===== src/rtl/uart_rx_ctrl_pkg.sv =====
// rtl/uart_rx_ctrl_pkg.sv - shared defaults, state encoding and majority vote for the UART receive controller
package uart_rx_ctrl_pkg;

    localparam int DEF_DATA_WIDTH = 8;
    localparam int DEF_OVERSAMPLE = 16;

    typedef enum logic [2:0] {
        IDLE   = 3'd0,
        START  = 3'd1,
        DATA   = 3'd2,
        PARITY = 3'd3,
        STOP   = 3'd4
    } rx_state_t;

    function automatic logic maj3(input logic a, input logic b, input logic c);
        return (a & b) | (a & c) | (b & c);
    endfunction

endpackage


===== src/rtl/uart_rx_ctrl_if.sv =====
// rtl/uart_rx_ctrl_if.sv - serial input and bit-strobe outputs of the UART receive controller
interface uart_rx_ctrl_if;
    logic rx_tick;
    logic rx;
    logic shift;
    logic serial_out;
    logic busy;
    logic rx_done;
    logic frame_err;
    logic parity_err;

    modport master (
        input  rx_tick, rx,
        output shift, serial_out, busy, rx_done, frame_err, parity_err
    );

    modport slave (
        output rx_tick, rx,
        input  shift, serial_out, busy, rx_done, frame_err, parity_err
    );
endinterface


===== src/rtl/uart_rx_ctrl_rx_sync.sv =====
// rtl/uart_rx_ctrl_rx_sync.sv - two-flop rx synchroniser with armed falling-edge start detect
module rx_sync (
    input  logic rx_clk,
    input  logic rst,
    input  logic rx,
    input  logic in_idle,
    input  logic stop_arm,
    output logic rx_s,
    output logic start_det
);
    logic rx_m;
    logic armed;

    // armed only comes back after a high line, so a stuck-low rx cannot retrigger
    always_ff @(posedge rx_clk or posedge rst) begin
        if (rst) begin
            rx_m  <= 1'b0;
            rx_s  <= 1'b0;
            armed <= 1'b0;
        end else begin
            rx_m <= rx;
            rx_s <= rx_m;
            if (start_det)
                armed <= 1'b0;
            else if (stop_arm || (in_idle && rx_s))
                armed <= 1'b1;
        end
    end

    assign start_det = in_idle && armed && !rx_s;

endmodule


===== src/rtl/uart_rx_ctrl.sv =====
// rtl/uart_rx_ctrl.sv - UART receive bit-timing FSM: mid-bit majority sampling, shift strobes, parity and stop checks
module uart_rx_ctrl
    import uart_rx_ctrl_pkg::*;
#(
    parameter int DATA_WIDTH = DEF_DATA_WIDTH,
    parameter int OVERSAMPLE = DEF_OVERSAMPLE,
    parameter int PARITY_EN  = 0,
    parameter int PARITY_ODD = 0
) (
    input  logic            rx_clk,
    input  logic            rst,
    uart_rx_ctrl_if.master  bus
);
    localparam int M   = OVERSAMPLE / 2;
    localparam int TCW = $clog2(OVERSAMPLE);
    localparam int BCW = $clog2(DATA_WIDTH + 1);

    localparam logic [TCW-1:0] TC_S0   = TCW'(M - 1);
    localparam logic [TCW-1:0] TC_S1   = TCW'(M);
    localparam logic [TCW-1:0] TC_DEC  = TCW'(M + 1);
    localparam logic [TCW-1:0] TC_END  = TCW'(OVERSAMPLE - 1);
    localparam logic [BCW-1:0] BC_LAST = BCW'(DATA_WIDTH - 1);

    rx_state_t      state;
    logic [TCW-1:0] tc;
    logic [BCW-1:0] bc;
    logic           smp0, smp1;
    logic           par, par_res;
    logic           shift_r, serial_out_r, busy_r, rx_done_r, frame_err_r, parity_err_r;

    logic rx_s, start_det;
    logic bit_val, decide, bit_end, stop_arm;

    assign bit_val  = maj3(smp0, smp1, rx_s);
    assign decide   = bus.rx_tick && (tc == TC_DEC);
    assign bit_end  = bus.rx_tick && (tc == TC_END);
    assign stop_arm = (state == STOP) && decide && bit_val;

    rx_sync u_rx_sync (
        .rx_clk    (rx_clk),
        .rst       (rst),
        .rx        (bus.rx),
        .in_idle   (state == IDLE),
        .stop_arm  (stop_arm),
        .rx_s      (rx_s),
        .start_det (start_det)
    );

    always_ff @(posedge rx_clk or posedge rst) begin
        if (rst) begin
            state        <= IDLE;
            tc           <= '0;
            bc           <= '0;
            smp0         <= 1'b0;
            smp1         <= 1'b0;
            par          <= 1'b0;
            par_res      <= 1'b0;
            shift_r      <= 1'b0;
            serial_out_r <= 1'b0;
            busy_r       <= 1'b0;
            rx_done_r    <= 1'b0;
            frame_err_r  <= 1'b0;
            parity_err_r <= 1'b0;
        end else begin
            shift_r   <= 1'b0;
            rx_done_r <= 1'b0;
            case (state)
                IDLE: begin
                    if (start_det) begin
                        state  <= START;
                        tc     <= '0;
                        busy_r <= 1'b1;
                    end
                end
                default: begin
                    if (bus.rx_tick) begin
                        tc <= bit_end ? '0 : tc + 1'b1;
                        if (tc == TC_S0) smp0 <= rx_s;
                        if (tc == TC_S1) smp1 <= rx_s;
                        case (state)
                            START: begin
                                if (decide && bit_val) begin
                                    state  <= IDLE;
                                    tc     <= '0;
                                    busy_r <= 1'b0;
                                end else if (bit_end) begin
                                    state <= DATA;
                                    bc    <= '0;
                                end
                            end
                            DATA: begin
                                if (decide) begin
                                    serial_out_r <= bit_val;
                                    shift_r      <= 1'b1;
                                    par          <= par ^ bit_val;
                                end
                                if (bit_end) begin
                                    bc <= bc + 1'b1;
                                    if (bc == BC_LAST)
                                        state <= (PARITY_EN != 0) ? PARITY : STOP;
                                end
                            end
                            PARITY: begin
                                // mismatch when received bit differs from expected (par, inverted for odd)
                                if (decide)
                                    par_res <= bit_val ^ par ^ (PARITY_ODD != 0);
                                if (bit_end)
                                    state <= STOP;
                            end
                            STOP: begin
                                // leave at the decision so a start in the stop bit's second half is caught
                                if (decide) begin
                                    rx_done_r    <= 1'b1;
                                    frame_err_r  <= ~bit_val;
                                    parity_err_r <= (PARITY_EN != 0) && par_res;
                                    par          <= 1'b0;
                                    par_res      <= 1'b0;
                                    state        <= IDLE;
                                    tc           <= '0;
                                    busy_r       <= 1'b0;
                                end
                            end
                            default: begin
                                state  <= IDLE;
                                busy_r <= 1'b0;
                            end
                        endcase
                    end
                end
            endcase
        end
    end

    assign bus.shift      = shift_r;
    assign bus.serial_out = serial_out_r;
    assign bus.busy       = busy_r;
    assign bus.rx_done    = rx_done_r;
    assign bus.frame_err  = frame_err_r;
    assign bus.parity_err = parity_err_r;

endmodule


===== src/flat_wrapper.sv =====
// flat-port wrapper written by rule: the top's interface ports become plain ports
module uart_rx_ctrl_flat import uart_rx_ctrl_pkg::*;
#(
    parameter int DATA_WIDTH = DEF_DATA_WIDTH,
    parameter int OVERSAMPLE = DEF_OVERSAMPLE,
    parameter int PARITY_EN  = 0,
    parameter int PARITY_ODD = 0
)
  (rx_clk, rst, bus_rx_tick, bus_rx, bus_shift, bus_serial_out, bus_busy, bus_rx_done, bus_frame_err, bus_parity_err);
  uart_rx_ctrl_if bus_i ();
  input  logic rx_clk;
  input  logic rst;
  input wire logic [$bits(bus_i.rx_tick)-1:0] bus_rx_tick;
  input wire logic [$bits(bus_i.rx)-1:0] bus_rx;
  output wire logic [$bits(bus_i.shift)-1:0] bus_shift;
  output wire logic [$bits(bus_i.serial_out)-1:0] bus_serial_out;
  output wire logic [$bits(bus_i.busy)-1:0] bus_busy;
  output wire logic [$bits(bus_i.rx_done)-1:0] bus_rx_done;
  output wire logic [$bits(bus_i.frame_err)-1:0] bus_frame_err;
  output wire logic [$bits(bus_i.parity_err)-1:0] bus_parity_err;
  assign bus_i.rx_tick = bus_rx_tick;
  assign bus_i.rx = bus_rx;
  assign bus_shift = bus_i.shift;
  assign bus_serial_out = bus_i.serial_out;
  assign bus_busy = bus_i.busy;
  assign bus_rx_done = bus_i.rx_done;
  assign bus_frame_err = bus_i.frame_err;
  assign bus_parity_err = bus_i.parity_err;
  uart_rx_ctrl #(.DATA_WIDTH(DATA_WIDTH), .OVERSAMPLE(OVERSAMPLE), .PARITY_EN(PARITY_EN), .PARITY_ODD(PARITY_ODD)) u_core (.rx_clk(rx_clk), .rst(rst), .bus(bus_i));
endmodule

===== config.mk =====
export PLATFORM = sky130hd
export DESIGN_NAME = uart_rx_ctrl_flat
export DESIGN_NICKNAME = d
export VERILOG_FILES = /design/src/rtl/uart_rx_ctrl_pkg.sv /design/src/rtl/uart_rx_ctrl_if.sv /design/src/rtl/uart_rx_ctrl_rx_sync.sv /design/src/rtl/uart_rx_ctrl.sv /design/src/flat_wrapper.sv
export SDC_FILE = /design/constraint.sdc
export NUM_CORES = 1
export LEC_CHECK = 0
export CAP_MARGIN = 20
export CORE_ASPECT_RATIO = 1.75
export CORE_MARGIN = 8
export CORE_UTILIZATION = 35
export DETAILED_ROUTE_END_ITERATION = 6
export GPL_TIMING_DRIVEN = 0
export HOLD_SLACK_MARGIN = 0.15
export SKIP_LAST_GASP = 1
export SLEW_MARGIN = 0
export SYNTH_ARGS = -nofsm -noshare
export SYNTH_HDL_FRONTEND = slang
export SYNTH_SLANG_ARGS = --single-unit

===== constraint.sdc =====
create_clock -name rx_clk -period 1.7 [get_ports rx_clk]
set_input_delay 0.34 -clock rx_clk [delete_from_list [all_inputs] [get_ports rx_clk]]
set_output_delay 0.34 -clock rx_clk [all_outputs]
set_load 0.02 [all_outputs]

==> out/results.txt, run 1 <==
Share of the synthesized area in the top cell type - 0.450
Core area - 3290 sq um
Leakage - 0.642 nW
Worst slack, placed - -479 ps
Initial Util - 0.355
Via density - 5.33
Die Wd - 59.7 um
Worst-path fanout max - 6
IO Count - 10
Routed length per instance - 15.2 um
Overflow after GRT - 0
Dominant synthesized flop cell - dfrtp_1
Root buffer cell - clkbuf_8
Slew margin rel. - 0.471
CP Data Required Time - 1870 ps
# nets final - 151
Ant diodes - 0
H-tree levels - 1
Top cells by area, synth - dfrtp_1 45%, nand2_1 5.5%, ha_1 4.3%
GRT Util Overall - 0.106
Maximum VDD drop - 0.542 mV
Setup Skew - 6.15 ps
DR vias - 997
Syn_nets - 129
Area growth syn-to-layout - 25.9%
Fraction of layout cells with a size suffix above 1 - 0.254
Post-route cell area - 1470 sq um
Reg2reg start - u_core.state[0]
Routed wire length - 2830 um
Initial antenna violation count - 0
Vias in the first global route - 970
Final setup TNS - 0 ps
Drt pass-1 iters - 4
Netlist Area Pre-Place - 1170 sq um
DRC violation count after routing - 0
CTS tree - built
Final min period - 1680 ps
Cell Count Post-Placement - 174
Worst setup path start - u_core.state[0]
R2r worst-path depth - 8
# rows - 28
Outcome - completed
Power Density - 1190 nW/um^2
Final period util - 0.989
Hold crit path type - register to register
Max Cap Viol - 0
Hold Slack - 352 ps
Register bit total from synthesis - 21
GPL Wtd Cong - 0.913
Post-synthesis sequential area ratio - 0.450
Placed cell area - 1310 sq um
Clock buffer count from CTS - 3
Number of enable flip-flop cells after synthesis - 0
Multi-input gate area - 602 sq um
Library cells used by synthesis - 39
Drt initial violations - 31
RSZ-0062 raised after global routing - true
Max Slew Vio Count - 0
Hold-critical path depth - 0
Asr flop ratio synth - 1.00
Synthesized area per cell - 9.66 sq um
Worst hold start - u_core.u_rx_sync.rx_m
Clk buf depth - 2
Finished Layout Cells - 187
Synth area leader - dfrtp_1
Endpoints failing setup - 0
Actual slew at the worst max-slew pin - 793 ps
Reg clk slew, reported paths - 80 ps
First-pass GRT wire length - 4550 um
Die area - 5520 sq um
CP endpoint kind - register
Final worst setup slack - 18.0 ps
Crit path kind - register to register
Die H - 92.4 um
Endpoints failing hold - 0
I/O Buffers - 8
Clock Latency Late Sink - 260 ps
Fmax achieved - 595 MHz
Hold_buf cts - 0
CTS Sinks - 21
Ys Warns - 0
Fillers - 340
Startpoint Class - register
Register Area - 529 sq um
Hpwl dp - 2010 um
Largest net degree at the start of global routing - 22
Antenna-violating nets left - 0
Worst EP arrival - 1850 ps
Synth Instances - 121
==> final cells by class <==
class | count | share of cell area
multi-input cells | 85 | 0.409
flip-flops and latches | 21 | 0.360
repair buffers | 18 | 0.107
well taps | 45 | 0.0383
plain buffers | 6 | 0.0315
clock buffers | 3 | 0.0281
inverters | 8 | 0.0230
clock inverters | 1 | 0.00340
==> path summary, 6_finish.rpt <==
kind                                         end  slack, ps
max reg2reg                      u_core.state[1]         20
max in group asynchronous        u_core.state[1]        630
min reg2reg                u_core.u_rx_sync.rx_s        350
min                        u_core.u_rx_sync.rx_s        350
min in group asynchronous           u_core.tc[3]        520
max                              u_core.state[1]         20
==> state kept, by name, summed over array words and instances (netlist names) <==
signal and cells:
u_core.bc 4, u_core.tc 4, u_core.state 3, u_core.bus.busy 1, u_core.bus.frame_err 1, u_core.bus.rx_done 1
u_core.bus.serial_out 1, u_core.bus.shift 1, u_core.smp0 1, u_core.smp1 1, u_core.u_rx_sync.armed 1, u_core.u_rx_sync.rx_m 1
u_core.u_rx_sync.rx_s 1
==> logic make-up after synthesis <==
group | Yosys count | share of synthesized area
multiplexers | 5 | 0.0460
buffers and inverters | 15 | 0.0696
flip-flops | 21 | 0.450
AO/OA/AOI/OAI | 28 | 0.161
AND/OR/NAND/NOR | 46 | 0.219
other | 1 | 0.00321
adder cells (fa/ha/maj) | 5 | 0.0514
==> timing repair <==
action | CTS | global route
resized for setup | 3 | 14
hold endpoints to repair | 0 | 0
setup buffers | 2 | 8
setup endpoints to repair | 4 | 7
pin swaps | 1 | 7
==> worst max-delay path, stage by stage (launching register included) <==
cell     delay, ps
dfrtp_1        380
buf_6          130
buf_4          140
o31a_1         350
a21oi_2        150
buf_6          130
buf_4          110
a21oi_1         40
mux2i_1        170
==> Yosys cell counts, types with 2 or more instances <==
cell type / n
dfrtp_1: 21
nand2_1: 17
inv_1: 8
o21ai_0: 8
nand3_1: 7
a21oi_1: 5
nand4_1: 5
ha_1: 4
a41oi_1: 3
mux2_2: 3
nor2b_1: 3
buf_2: 2
buf_4: 2
buf_6: 2
mux2i_1: 2
nand2b_1: 2
nor2_1: 2
nor3_1: 2
o22ai_1: 2
or3_1: 2
==> cells in the final DEF, fill, tap and decap left out, types with 2 or more instances in the layout <==
cell type,instances
dfrtp_1,18
nand2_1,17
buf_4,12
nand3_1,7
clkdlybuf4s50_1,7
inv_1,6
o21ai_0,6
nand4_1,5
a21oi_1,5
nor2b_1,3
mux2_2,3
clkbuf_8,3
dfrtp_2,3
buf_6,2
nor2_1,2
a41oi_1,2
nand2b_1,2
mux2i_1,2
o22ai_1,2
or3_1,2
ha_1,2
==> through the flow <==
| step | power (mW) | utilization |
|---|---|---|
| after floorplan | 1.15 | - |
| after global placement | 1.31 | 0.396 |
| after detailed placement | 1.34 | 0.396 |
| after CTS | 1.68 | 0.417 |
| after global routing | 1.87 | 0.447 |
| final | 1.76 | 0.447 |
==> metal layers <==
layer	vias to the layer above	track usage	routed length, um
met1	487	0.109	1110
met3	7	0.0139	85
met4	0	0.0561	55
met5	-	0	0
met2	22	0.195	1590
li1	481	-	-
==> where the power goes <==
part	leakage, nW	internal [mW]	switching [mW]
Combinational	0.354	0.296	0.350
Clock	0.0255	0.163	0.167
Sequential	0.262	0.621	0.160
Note: power is estimated with default switching activity, not from simulation.
==> inputs of run 2 (changes only) <==
--- a/config.mk
+++ b/config.mk
@@ -8,7 +8,7 @@
 export CAP_MARGIN = 20
 export CORE_ASPECT_RATIO = 1.75
 export CORE_MARGIN = 8
-export CORE_UTILIZATION = 35
+export CORE_UTILIZATION = 30
 export DETAILED_ROUTE_END_ITERATION = 6
 export GPL_TIMING_DRIVEN = 0
 export HOLD_SLACK_MARGIN = 0.15
==> out/results.txt, run 2 (synthesis gave the netlist of run 1 again) <==
Utilization after layout - 0.405
R2r worst-path depth - 6
Fmax achieved - 586 MHz
Hpwl dp - 2010 um
Clock Latency Late Sink - 260 ps
Reg2reg start - u_core.tc[1]
Antenna-violating nets left - 0
Outcome - finished with violations
Core area - 3790 sq um
Final period util - 1.00
Reg clk slew, reported paths - 80 ps
Ant diodes - 0
RSZ-0062 raised after global routing - true
Actual slew at the worst max-slew pin - 819 ps
H-tree levels - 1
# rows - 30
End of the worst register-to-register path - u_core.tc[2]
Hold Slack - 357 ps
Reg2Reg Setup Slack - -7 ps
# nets final - 154
Maximum VDD drop - 0.388 mV
DR vias - 1,024
Fillers - 369
CP Data Required Time - 1870 ps
Crit path kind - register to register
Drt pass-1 iters - 4
Final worst setup slack - -6.87 ps
CP endpoint kind - register
Initial Util - 0.308
Finished Layout Cells - 193
Multi-input gate area - 642 sq um
Hold EP - u_core.u_rx_sync.rx_s
Clock buffer count from CTS - 3
Final min period - 1710 ps
DRC violation count after routing - 0
First-pass GRT wire length - 4620 um
Hold crit path type - register to register
Hold-critical path depth - 0
Via density - 5.31
Commonest non-fill, non-tap cell in the layout - dfrtp_1
Overflow after GRT - 0
Root buffer cell - clkbuf_8
Largest net degree at the start of global routing - 22
Routed wire length - 3070 um
Cell Count Post-Placement - 177
Die area - 6230 sq um
Fraction of layout cells with a size suffix above 1 - 0.297
Vias in the first global route - 985
Leakage - 0.659 nW
Initial antenna violation count - 0
Worst slack, placed - -451 ps
GRT Util Overall - 0.0908
Top flop regs - u_core.bc x4, u_core.tc x4, u_core.state x3
Most frequent cells in the layout - 19 x dfrtp_1, 16 x nand2_1, 15 x buf_4
I/O Buffers - 8
Endpoints failing hold - 0
Overall Power - 1.84 mW
Register Area - 528 sq um
Die H - 98.6 um
Endpoints failing setup - 1
GPL Wtd Cong - 0.809
Slew margin rel. - 0.454
Clk buf depth - 2
IO Count - 10
Startpoint Class - register
Setup Skew - 4.88 ps
Die Wd - 63.2 um
Routed length per instance - 15.9 um
Hold_buf cts - 0
Max Cap Viol - 0
Area growth syn-to-layout - 31.5%
Failing checks - negative setup slack
CTS Sinks - 21
CTS tree - built
Worst-path fanout max - 4
Power Density - 1190 nW/um^2
Max Slew Vio Count - 0
Drt initial violations - 58
Worst hold start - u_core.u_rx_sync.rx_m
Worst EP arrival - 1870 ps
==> run 2: worst max-delay path, stage by stage, from the launching register on <==
cell      delay (ps)
dfrtp_1          440
inv_1             90
ha_1             200
and4b_2          290
o21ai_4          220
nand2_2          120
o311ai_2         230
==> run 2: worst max-delay path by stage <==
stage            startpoint      endpoint  slack [ps]  cells past startpoint
6_report       u_core.tc[1]  u_core.tc[2]          -7                      6
5_1_grt        u_core.tc[1]  u_core.tc[2]         -70                      6
4_1_cts        u_core.tc[0]  u_core.bc[3]         -40                      5
3_5_place_dp    bus_rx_tick  u_core.bc[3]        -450                      5
3_3_place_gp    bus_rx_tick  u_core.bc[3]        -490                      5
2_1_floorplan  u_core.tc[0]  u_core.bc[3]          60                      5
==> run 2: area by class of cell <==
class	instances	area share
clock buffer	3	0.0269
clock inverter	1	0.00326
timing repair buffer	21	0.117
inverter	8	0.0220
multi-input combinational	85	0.418
tap	48	0.0391
sequential	21	0.344
buffer	6	0.0301
==> run 2: stage by stage <==
stage	instance area, sq um	setup TNS (ps)
2_1_floorplan	1170	0
3_3_place_gp	1310	-2480
3_5_place_dp	1310	-2470
4_1_cts	1380	-42.5
5_1_grt	1540	-302
6_report	1540	-6.87
==> run 2: per-layer routing <==
layer	up-vias	track usage	wire length, um
met4	0	0.0518	121
met5	-	0	0
met2	12	0.165	1690
met1	511	0.0944	1210
li1	489	-	-
met3	12	0.0159	53
==> run 2: timing repair <==
action | 4_1_cts | 5_1_grt
gates resized for setup | 3 | 19
setup buffers | 2 | 11
pin swaps | 1 | 10
setup endpoints to repair | 5 | 5
==> run 2: power by group <==
part	total (mW)	switching [mW]	internal (mW)
Sequential	0.775	0.156	0.618
Combinational	0.726	0.393	0.333
Clock	0.335	0.172	0.163
Total	1.84	0.721	1.11
